<file path="src/rtl/inta_cycle_master.sv">
// Interrupt-acknowledge bus master: answers the PIC's INT line with a locked
// two-pulse INTA sequence, captures the vector and offers it to the core.
module inta_cycle_master #(
  parameter int PULSE_W = 2,
  parameter int GAP_W   = 2
) (
  input  logic       clk,
  input  logic       rst,
  input  logic       INT,
  input  logic       IF_EN,
  input  logic [7:0] DATA_IN,
  output logic       INTA,
  output logic       LOCK,
  output logic [7:0] VECTOR,
  output logic       VEC_VALID,
  input  logic       VEC_READY,
  output logic       BUSY
);

  localparam int MAX_W = (PULSE_W > GAP_W) ? PULSE_W : GAP_W;
  localparam int CW    = $clog2(MAX_W) + 1;

  localparam logic [CW-1:0] PULSE_LOAD = CW'(PULSE_W - 1);
  localparam logic [CW-1:0] GAP_LOAD   = CW'(GAP_W - 1);
  localparam logic [CW-1:0] CNT_ONE    = CW'(1);

  typedef enum logic [2:0] {
    IDLE,
    ACK1,
    GAP,
    ACK2,
    HOLD
  } state_t;

  state_t        state, state_nxt;
  logic [CW-1:0] cnt, cnt_nxt;
  logic          capture;

  // NOTE: every always_comb output gets a default first so no path can infer a latch.
  always_comb begin
    state_nxt = state;
    cnt_nxt   = cnt;
    capture   = 1'b0;
    case (state)
      IDLE: begin
        if (INT && IF_EN) begin
          state_nxt = ACK1;
          cnt_nxt   = PULSE_LOAD;
        end
      end
      ACK1: begin
        if (cnt == '0) begin
          state_nxt = GAP;
          cnt_nxt   = GAP_LOAD;
        end else begin
          cnt_nxt = cnt - CNT_ONE;
        end
      end
      GAP: begin
        if (cnt == '0) begin
          state_nxt = ACK2;
          cnt_nxt   = PULSE_LOAD;
        end else begin
          cnt_nxt = cnt - CNT_ONE;
        end
      end
      ACK2: begin
        // The PIC drives the vector during the second pulse; take it as the pulse ends.
        if (cnt == '0) begin
          state_nxt = HOLD;
          cnt_nxt   = '0;
          capture   = 1'b1;
        end else begin
          cnt_nxt = cnt - CNT_ONE;
        end
      end
      HOLD: begin
        if (VEC_READY) begin
          state_nxt = IDLE;
        end
      end
      default: begin
        state_nxt = IDLE;
        cnt_nxt   = '0;
      end
    endcase
  end

  // Outputs are decoded from the next state so they are true flops aligned with the state.
  // NOTE: sequential state uses non-blocking assignments so all flops update from pre-edge values.
  always_ff @(posedge clk) begin
    if (rst) begin
      state     <= IDLE;
      cnt       <= '0;
      INTA      <= 1'b1;
      LOCK      <= 1'b0;
      VECTOR    <= 8'h00;
      VEC_VALID <= 1'b0;
      BUSY      <= 1'b0;
    end else begin
      state     <= state_nxt;
      cnt       <= cnt_nxt;
      INTA      <= !((state_nxt == ACK1) || (state_nxt == ACK2));
      LOCK      <= (state_nxt == ACK1) || (state_nxt == GAP) || (state_nxt == ACK2);
      VEC_VALID <= (state_nxt == HOLD);
      BUSY      <= (state_nxt != IDLE);
      if (capture) begin
        VECTOR <= DATA_IN;
      end
    end
  end

endmodule
</file>
<file path="config.mk">
export PLATFORM = sky130hd
export DESIGN_NAME = inta_cycle_master
export DESIGN_NICKNAME = d
export VERILOG_FILES = /design/src/rtl/inta_cycle_master.sv
export SDC_FILE = /design/constraint.sdc
export NUM_CORES = 1
export LEC_CHECK = 0
export ABC_CLOCK_PERIOD_IN_PS = 2800
export BUFFER_PORTS_ARGS = -buffer_cell sky130_fd_sc_hd__clkbuf_2
export CAP_MARGIN = 20
export CORE_MARGIN = 5
export CORE_UTILIZATION = 50
export CTS_BUF_LIST = sky130_fd_sc_hd__clkbuf_4 sky130_fd_sc_hd__clkbuf_8 sky130_fd_sc_hd__clkbuf_16
export DETAILED_ROUTE_END_ITERATION = 16
export PLACE_DENSITY = 0.8
export SLEW_MARGIN = 40
export SYNTH_ARGS = -nofsm -noshare
export SYNTH_HDL_FRONTEND = slang
export SYNTH_SLANG_ARGS = --single-unit
</file>
<file path="constraint.sdc">
create_clock -name clk -period 2.8 [get_ports clk]
set_clock_uncertainty 0.2 [all_clocks]
set_input_delay 0.56 -clock clk [delete_from_list [all_inputs] [get_ports clk]]
set_output_delay 0.56 -clock clk [all_outputs]
set_load 0.1 [all_outputs]
</file>
==> results.md, run 1 <==
* Outcome: finished, final reports clean
* Crit path time final at 1.83 ns
* CP peak stage delay at 0.45 ns
* Final cell count without fillers at 113
* Clk sinks at 17
* Critical Path RT at 2.04 ns
* Via-to-Cell Ratio at 5.63
* Max_slew headroom at 58.7%
* Initial antenna violation count at 0
* Global-route wire length before repair at 2.35 mm
* CTS tree: built
* Post-CTS sizing at 0
* Pre-Repair DR Iteration Count at 4
* Crit. End Element: output port
* Clock slew at reported path FFs at 0.09 ns
* Synth Cell Area at 712 um^2
* Ys Warns at 0
* Ports at 25
* Net Switching at 166 uW
* Post-DP HPWL at 1.05 mm
* Crit-path max FO at 2
* Worst path bufs/invs at 1
* Final hold vios at 0
* Layout Area Growth over Synthesis at 18.5%
* Horiz. Die Dim at 47.7 um
* EDFF count, synth at 0
* Largest family of logic cells by synthesized area: simple AND/OR/NAND/NOR gates
* Clock share of power at 26.7%
* Critical path, cell by cell: clkbuf_2
* Post-synthesis register bit count at 17
* Compound-Gate Fraction of Synth Area at 22.0%
* CP max-delay cell: clkbuf_2
* Internal at 350 uW
* Tightest Pin Transition at 0.618 ns
* Synthesized area per cell at 9.37 um^2
* Core area at 0.00132 mm^2
* Mux contribution to synthesized area at 0%
* Largest net degree at the start of global routing at 25
* Cell family with most CP delay: buffers and inverters
* Row Count at 13
* Fmax at 0.547 GHz
* Fill cells at 102
* Pwr dens at 611 mW/mm^2
* Initial DRC count at 3
* Syn Nets at 89
* Synth cell types at 25
* Die ar. at 0.00228 mm^2
* GRT Overall Usage at 14.2%
* Place WS at 1.27 ns
* Num CTS Buffers at 3
* Final net count at 112
* Htree depth at 1
* Synth async-reset ratio at 0%
* Combinational share of power at 20.8%
* DP Cell Count at 109
* RSZ-0062 raised after global routing: no
* Simple-Gate Fraction of Synth Area at 23.2%
* Via count at 636
* Seq/Total Area, Yosys at 47.8%
* Setup CP Type: flip-flop to output port
* Ys flop type: dfxtp_1
* Final period util at 65.3%
* VDD IR max at 0.320 mV
* Final WS setup at 0.971 ns
* Root buf cell: clkbuf_4
* Final Wtd Congestion at 0.834
* XOR/XNOR share of the synthesized area at 1.23%
* Worst-Skew Late Latency at 0.28 ns
* Worst Hold Class: flip-flop to flip-flop
* Clock tree buffer depth at 2
* Final setup vio count at 0
* Setup crit start kind: flip-flop
* Sw Share at 32.1%
* Total Wirelength at 1.46 mm
* Power share of the sequential group at 52.4%
* Vias in the first global route at 558
* Layout cell share with drive strength beyond 1 at 30.6%
* Post-Synth Adder-Cell Area at 0%
* GRT overflow at 0
* Post-DRT Antenna Nets at 0
* N_diodes at 0
* Total negative slack at 0 ns
* Crit path DAT at 1.07 ns
* Number of I/O port buffers at 24
* Cell count after synthesis at 76
* Die height at 47.7 um
* Max Cap Violations at 0
* DR DRC count at 0
* Starting density of the core at 54.0%
* Pleak at 0.329 nW
* Slew Viols, Final at 0
* CTS hold repair buffers at 0
* Post-CTS Setup Bufs at 0
* Wire per inst at 12.9 um
per-stage QoR:
step	util [%]	area, um^2	power (mW)	hold slack [ns]
final	64.0	843	0.516	0.279
after global routing	64.0	843	0.539	0.300
after CTS	64.0	843	0.519	0.281
after detailed placement	61.7	813	0.383	0.268
after global placement	61.7	813	0.381	0.261
after floorplan	-	712	0.364	0.276
area by class of cell:
type | instances | area [um^2] | share of cell area, %
well taps | 15 | 18.8 | 2.23
multi-input cells | 52 | 330 | 39.2
inverters | 1 | 3.75 | 0.445
flip-flops and latches | 17 | 340 | 40.4
clock buffers | 4 | 30.0 | 3.56
repair buffers | 24 | 120 | 14.2
worst paths after layout:
| check | startpoint | endpoint | slack [ns] | depth (start not counted) |
|---|---|---|---|---|
| max reg2reg | state[1] | VECTOR[7] | 1.27 | 3 |
| min | VECTOR[6] | VECTOR[6] | 0.28 | 2 |
| min reg2reg | VECTOR[6] | VECTOR[6] | 0.28 | 2 |
| max | VECTOR[7] | VECTOR[7] | 0.97 | 1 |
registers in the layout (all words and copies together) (netlist names):
name,count
state,3
VEC_VALID,1
VECTOR,8
BUSY,1
INTA,1
LOCK,1
cnt,2
Yosys cell counts (all sizes together), types with 2 or more instances:
cell | number | area share, %
o21ai | 11 | 7.7
a21oi | 12 | 8.4
buf | 3 | 3.7
nor2 | 2 | 1.1
dfxtp | 17 | 48
nand2 | 2 | 1.1
nand3b | 9 | 9.5
nand2b | 2 | 1.8
a211oi | 2 | 2.8
clkbuf | 3 | 1.6
placed cells by master (no fill, tap or decap), types with 2 or more instances in the layout:
cell / Yosys / final
a21oi_1: 12 / 12
dfxtp_1: 17 / 17
nor2_1: 2 / 2
clkbuf_4: 0 / 4
clkbuf_2: 0 / 24
nand3b_1: 9 / 9
o21ai_0: 11 / 11
nand2b_1: 2 / 2
nand2_1: 2 / 2
kinds of logic (layout without fill, tap and decap cells):
family	Yosys count	in the layout
AOI/OAI and AO/OA	28	28
xor gates and xnor gates	1	1
buffers and inverters	7	29
DFF	17	17
and+or+nand+nor	23	23
per-layer routing:
metal,GRT usage [%],up-vias,share of wire (%)
li1,-,319,-
met1,18.7,294,44
met2,24.3,23,48
met3,3.38,0,7.8
met4,1.61,0,0
met5,0,-,0
power by group through the flow:
stage	sequential [mW]	clock, mW	combinational, mW
floorplan	0.317	0	0.0469
global placement	0.275	0	0.107
detailed placement	0.275	0	0.108
CTS	0.270	0.141	0.108
global route	0.273	0.152	0.115
finish	0.270	0.138	0.107
Power figures use the tool's default switching activity.
==> run 2, diff against run 1 <==
- ABC_AREA: not set -> 1
- ABC_CLOCK_PERIOD_IN_PS: 2800 -> 1700
- CORE_UTILIZATION: 50 -> 46
- PLACE_DENSITY: 0.8 -> 0.75
- clock period: 2.8 -> 1.7 ns (I/O delays scaled with it)
==> run 2 against run 1 <==
- wire length down 7.5%
- synthesized cell count grew 14%
- count of clock-buffer cells in the layout down 1
- utilization fell by 4.2 points
- synthesized area is 3.5% lower
- hold slack lost 0.26 ns
- first-iteration DRC count down 100%
- die area rose by 3.8%
- sequential share of layout area shrank 1.2 points
- design area rose by 3.1%
- non-clock buffer count did not move
- largest power group unchanged
==> results.md, run 2 <==
* Critical path, cell by cell: clkbuf_2 (unchanged)
* GRT overflow at 0 (unchanged)
* Metal-1 WL at 568 um (was 644 um)
* R2R depth at 5 (was 3)
* Synth Cell Area at 687 um^2 (was 712 um^2)
* Total Wirelength at 1.35 mm (was 1.46 mm)
* Starting density of the core at 47.2% (was 54.0%)
* Crit path time final at 1.59 ns
* DR DRC count at 0 (unchanged)
* Ports at 25 (unchanged)
* Max Cap Violations at 0 (unchanged)
* Clock share of power at 19.3% (was 26.7%)
* Seq/Total Area, Yosys at 49.5% (was 47.8%)
* Ys Warns at 0 (unchanged)
* Worst r2r src: state[1] (unchanged)
* CP max-delay cell: clkbuf_2 (unchanged)
* Final Wtd Congestion at 0.774 (was 0.834)
* Synth top cells by count: nor2_1, dfxtp_1, nand2_1 (was dfxtp_1, a21oi_1, o21ai_0)
* Worst Hold Class: input port to flip-flop (was flip-flop to flip-flop)
* Post-synthesis register bit count at 17 (unchanged)
* Via count at 613 (was 636)
* Final hold vios at 0 (unchanged)
* Initial antenna violation count at 0 (unchanged)
* Synthesized area per cell at 7.90 um^2 (was 9.37 um^2)
* Core area at 0.00145 mm^2 (was 0.00132 mm^2)
* Hold Crit Endpoint: cnt[0] (was VECTOR[6])
* RSZ-0062 raised after global routing: no (unchanged)
* Critical Path RT at 1.16 ns (was 2.04 ns)
* Hold slack at 0.0169 ns (was 0.279 ns)
* EDFF count, synth at 0 (unchanged)
* Post-CTS Setup Bufs at 0 (unchanged)
* Final setup vio count at 0 (unchanged)
* Internal at 615 uW (was 350 uW)
* Pleak at 0.444 nW (was 0.329 nW)
* Num CTS Buffers at 3 (unchanged)
* Worst r2r dst: VECTOR[3] (was VECTOR[7])
* Outcome: finished, final reports clean (unchanged)
* Uppermost layer routed: met4 (was met3)
* Row Count at 14 (was 13)
* Clock slew at reported path FFs at 0.10 ns (was 0.09 ns)
* Leading cell type in the layout, fill and taps excluded: nor2_1 (was clkbuf_2)
* Clock tree buffer depth at 2 (unchanged)
* Net Switching at 463 uW (was 166 uW)
* Crit path DAT at 1.05 ns (was 1.07 ns)
* Sw Share at 43.0% (was 32.1%)
* Pre-Repair DR Iteration Count at 1 (was 4)
* Clk sinks at 17 (unchanged)
* Layout Area Growth over Synthesis at 26.6% (was 18.5%)
* Synth async-reset ratio at 0% (unchanged)
* Synth top area share at 49.5% (was 47.8%)
* Hold path cells at 2 (unchanged)
* CTS hold repair buffers at 0 (unchanged)
* Crit-path max FO at 1 (was 2)
* Most frequent cell after synthesis: nor2_1 (was dfxtp_1)
* Met2 wire length at 649 um (was 702 um)
* Initial DRC count at 0 (was 3)
* Final net count at 128 (was 112)
* Synth cell types at 19 (was 25)
* Via-to-Cell Ratio at 4.72 (was 5.63)
* Total negative slack at 0 ns (unchanged)
* Worst path bufs/invs at 1 (unchanged)
* Setup crit start kind: flip-flop (unchanged)
* Number of I/O port buffers at 24 (unchanged)
* GRT Overall Usage at 11.9% (was 14.2%)
* Combinational share of power at 37.0% (was 20.8%)
* Slew Viols, Final at 0 (unchanged)
* CTS tree: built (unchanged)
* Root buf cell: clkbuf_4 (unchanged)
* Cell count after synthesis at 87 (was 76)
* Horiz. Die Dim at 48.6 um (was 47.7 um)
* Tightest Pin Transition at 0.546 ns (was 0.618 ns)
* Max FFs per register at 8 (unchanged)
* Largest net degree at the start of global routing at 13 (was 25)
* CP peak stage delay at 0.45 ns (about the same)
* Ys flop type: dfxtp_1 (unchanged)
* Post-CTS sizing at 0 (unchanged)
* N_diodes at 0 (unchanged)
* Global-route wire length before repair at 2.26 mm (was 2.35 mm)
* Worst-Skew Late Latency at 0.28 ns (about the same)
* Top post-synthesis cells by area: dfxtp_1, nor2_1, nand2_1 (was dfxtp_1, nand3b_1, a21oi_1)
* Cell family with most CP delay: buffers and inverters (unchanged)
* VDD IR max at 0.752 mV (was 0.320 mV)
* Largest Register: VECTOR (unchanged)
* Wire per inst at 10.4 um (was 12.9 um)
* Final period util at 93.6%
* Pwr dens at 1240 mW/mm^2 (was 611 mW/mm^2)
* Fmax at 0.629 GHz
* Htree depth at 1 (unchanged)
* Met3 WL at 121 um (was 114 um)
* Reg2reg setup slack at 0.44 ns (was 1.27 ns)
* Layout cell share with drive strength beyond 1 at 36.8% (was 30.6%)
* Min-Delay Startpoint: rst (was VECTOR[6])
* Syn Nets at 100 (was 89)
* Power share of the sequential group at 43.7% (was 52.4%)
* Max_slew headroom at 63.8% (was 58.7%)
* Setup CP Type: flip-flop to output port (unchanged)
* Post-synth top area cell: dfxtp_1 (unchanged)
* Die height at 48.6 um (was 47.7 um)
* Post-DRT Antenna Nets at 0 (unchanged)
* Vias in the first global route at 554 (was 558)
* Die ar. at 0.00237 mm^2 (was 0.00228 mm^2)
* Largest regs: VECTOR x8, state x3, cnt x2 (unchanged)
* Commonest non-fill, non-tap cells in the layout: nor2_1, dfxtp_1, clkbuf_2, nand2_1, inv_1 (was clkbuf_2, dfxtp_1, a21oi_1, o21ai_0, nand3b_1)
* Crit. End Element: output port (unchanged)
* Post-DP HPWL at 1.09 mm (was 1.05 mm)
-- run 2: cell families after synthesis --
logic type             after synthesis  share of synthesized area (%)
AOI/OAI and AO/OA                   12                           10.0
and+or+nand+nor                     44                           31.9
buffers and inverters               14                           8.56
DFF                                 17                           49.5
-- run 2: power by group through the flow --
stage | sequential, mW | combinational, mW | clock (mW)
after floorplan | 0.685 | 0.127 | 0
after global placement | 0.479 | 0.397 | 0
after detailed placement | 0.481 | 0.401 | 0
after CTS | 0.472 | 0.403 | 0.223
after global routing | 0.478 | 0.428 | 0.247
final | 0.471 | 0.399 | 0.208
-- run 2: area by class of cell --
type,count,area [um^2]
Inverter,13,53.8
Tap cell,16,20.0
Sequential cell,17,340
Fill cell,146,584
Clock buffer,3,22.5
Timing Repair Buffer,24,140
Clock inverter,1,5.00
Multi-Input combinational cell,56,288
-- run 2: worst max-delay path by stage --
| stage | from | to | slack (ns) | cells past startpoint |
|---|---|---|---|---|
| after CTS | INTA | INTA | 0.09 | 1 |
| after floorplan | VECTOR[0] | VECTOR[0] | 0.24 | 0 |
| final | INTA | INTA | 0.11 | 1 |
| after global routing | LOCK | LOCK | 0.05 | 1 |
| after detailed placement | INTA | INTA | 0.42 | 1 |
| after global placement | BUSY | BUSY | 0.42 | 1 |
-- run 2: layer usage --
metal | GRT usage, % | vias up
met4 | 6.73 | 0
met1 | 12.8 | 271
met5 | 0 | -
met3 | 5.21 | 2
met2 | 19.3 | 17
li1 | - | 323
-- run 2: stage by stage --
stage	setup WS [ns]	utilization, %	instance area, um^2	power, mW	std cells
2_1_floorplan	0.235	-	687	0.812	87
3_3_place_gp	0.422	57.9	842	0.876	126
3_5_place_dp	0.420	57.9	842	0.882	126
4_1_cts	0.0906	59.8	870	1.10	130
5_1_grt	0.0481	59.8	870	1.15	130
6_report	0.109	59.8	870	1.08	130
==> run 3, diff against run 2 <==
- PLACE_DENSITY: 0.75 -> 0.82
==> run 3 against run 2 <==
- flip-flop and latch count unchanged
- final cell count unchanged
- sequential share of layout area decreased by 0.22 points
- sequential power about the same
- first-iteration DRC count increased by 7
- global-route usage decreased by 0.60 points
- hold slack improved by 0.0042 ns
- wire length decreased by 5.3%
- combinational power increased by 1%
- register-to-register slack about the same
- critical path depth unchanged
- via count decreased by 2.4%
- largest power group unchanged
==> results.md, run 3 (synthesis gave the netlist of run 2 again) <==
* Hold slack at 0.0211 ns (was 0.0169 ns)
* Largest Register: VECTOR (unchanged)
* Fmax at 0.630 GHz (was 0.629 GHz)
* Critical Path RT at 1.16 ns (about the same)
* Worst-Skew Late Latency at 0.28 ns (about the same)
* Post-CTS sizing at 0 (unchanged)
* Via-to-Cell Ratio at 4.60 (was 4.72)
* Largest net degree at the start of global routing at 13 (unchanged)
* Crit-path max FO at 1 (unchanged)
* Hold path cells at 2 (unchanged)
* Critical path, cell by cell: clkbuf_2 (unchanged)
* Layout Area Growth over Synthesis at 27.3% (was 26.6%)
* Clock slew at reported path FFs at 0.09 ns (was 0.10 ns)
* Post-CTS Setup Bufs at 0 (unchanged)
* Wire per inst at 9.84 um (was 10.4 um)
* Final hold vios at 0 (unchanged)
* Final setup vio count at 0 (unchanged)
* Global-route wire length before repair at 2.21 mm (was 2.26 mm)
* Die height at 48.6 um (unchanged)
* Max FFs per register at 8 (unchanged)
* CTS tree: built (unchanged)
* Slew Viols, Final at 0 (unchanged)
* Total negative slack at 0 ns (unchanged)
* N_diodes at 0 (unchanged)
* Final WS setup at 0.113 ns (was 0.109 ns)
* Total Wirelength at 1.28 mm (was 1.35 mm)
* Setup crit start kind: flip-flop (unchanged)
* Tightest Pin Transition at 0.540 ns (was 0.546 ns)
* RSZ-0062 raised after global routing: no (unchanged)
* Final net count at 128 (unchanged)
* Crit path time final at 1.59 ns (about the same)
* Initial antenna violation count at 0 (unchanged)
* Final cell count without fillers at 130 (unchanged)
* Ports at 25 (unchanged)
* DR DRC count at 0 (unchanged)
* Core area at 0.00145 mm^2 (unchanged)
* CP max-delay cell: clkbuf_2 (unchanged)
* Crit. End Element: output port (unchanged)
* Layout cell share with drive strength beyond 1 at 36.8% (unchanged)
* Outcome: finished, final reports clean (unchanged)
* CP peak stage delay at 0.44 ns (was 0.45 ns)
* Row Count at 14 (unchanged)
* Pre-Repair DR Iteration Count at 4 (was 1)
* Num CTS Buffers at 3 (unchanged)
* Tot Pwr at 1.08 mW (about the same)
* Placed Area at 847 um^2 (was 842 um^2)
* Largest regs: VECTOR x8, state x3, cnt x2 (unchanged)
* Horiz. Die Dim at 48.6 um (unchanged)
* Htree depth at 1 (unchanged)
* Vias in the first global route at 546 (was 554)
* Clk sinks at 17 (unchanged)
* Pwr dens at 1240 mW/mm^2 (about the same)
* Min-Delay Startpoint: rst (unchanged)
* Cell family with most CP delay: buffers and inverters (unchanged)
* CTS hold repair buffers at 0 (unchanged)
* Design area at 875 um^2 (was 870 um^2)
* Setup CP Type: flip-flop to output port (unchanged)
* Starting density of the core at 47.2% (unchanged)
* DP Cell Count at 126 (unchanged)
* Final period util at 93.4% (was 93.6%)
* Leading cell type in the layout, fill and taps excluded: nor2_1 (unchanged)
* Clock tree buffer depth at 2 (unchanged)
* Fill cells at 133 (was 146)
* Worst Hold Class: input port to flip-flop (unchanged)
* Number of I/O port buffers at 24 (unchanged)
* Reg2reg setup slack at 0.44 ns (about the same)
* Die ar. at 0.00237 mm^2 (unchanged)
* Worst r2r dst: BUSY (was VECTOR[3])
* Worst path bufs/invs at 1 (unchanged)
* Crit path DAT at 1.05 ns (about the same)
* GRT overflow at 0 (unchanged)
* Root buf cell: clkbuf_4 (unchanged)
* Pleak at 0.446 nW (was 0.444 nW)
* GRT Overall Usage at 11.3% (was 11.9%)
* R2R depth at 5 (unchanged)
* Via count at 598 (was 613)
* Hold Crit Endpoint: cnt[0] (unchanged)
* Place WS at 0.428 ns (was 0.420 ns)
* Max Cap Violations at 0 (unchanged)
* Post-DP HPWL at 1.01 mm (was 1.09 mm)
* VDD IR max at 0.690 mV (was 0.752 mV)
* Max_slew headroom at 64.1% (was 63.8%)
* Post-DRT Antenna Nets at 0 (unchanged)
* Fin util at 60.2% (was 59.8%)
* Commonest non-fill, non-tap cells in the layout: nor2_1, dfxtp_1, clkbuf_2, nand2_1, buf_4 (was nor2_1, dfxtp_1, clkbuf_2, nand2_1, inv_1)
* Worst r2r src: state[2] (was state[1])
* Initial DRC count at 7 (was 0)
* Final Wtd Congestion at 0.825 (was 0.774)
==> run 3: cell count changes in the layout (fill, tap and decap cells not counted), sizes merged <==
cell    change
buf         +2
clkbuf      -2
==> run 3: worst max-delay path by stage <==
stage                     cells past startpoint  slack, ns        end      start
final                                         1       0.11       BUSY       BUSY
after floorplan                               0       0.24  VECTOR[0]  VECTOR[0]
after detailed placement                      1       0.43       BUSY       BUSY
after global routing                          1       0.05  VEC_VALID  VEC_VALID
after CTS                                     1        0.1       BUSY       BUSY
after global placement                        1       0.43       BUSY       BUSY
==> run 3: routing by layer <==
| layer | track usage (%) | part of all wire [%] | routed length (um) |
|---|---|---|---|
| met1 | 14.4 | 45 | 581 |
| met2 | 17.0 | 47 | 598 |
| met3 | 3.99 | 7.7 | 99 |
| met4 | 5.38 | 0 | 0 |
| met5 | 0 | 0 | 0 |
==> run 3: where the power goes <==
| part | internal [mW] | switching [mW] |
|---|---|---|
| combinational | 0.0937 | 0.310 |
| sequential | 0.441 | 0.0311 |
| clock | 0.0874 | 0.119 |
| total | 0.622 | 0.461 |
==> run 3: area by class of cell <==
cell class	count	area, um^2	share of cell area [%]
Clock buffer	3	22.5	2.58
Sequential cell	17	340	38.9
Clock inverter	1	5.00	0.572
Timing Repair Buffer	24	145	16.6
Inverter	13	53.8	6.15
Multi-Input combinational cell	56	288	32.9
Tap cell	16	20.0	2.29
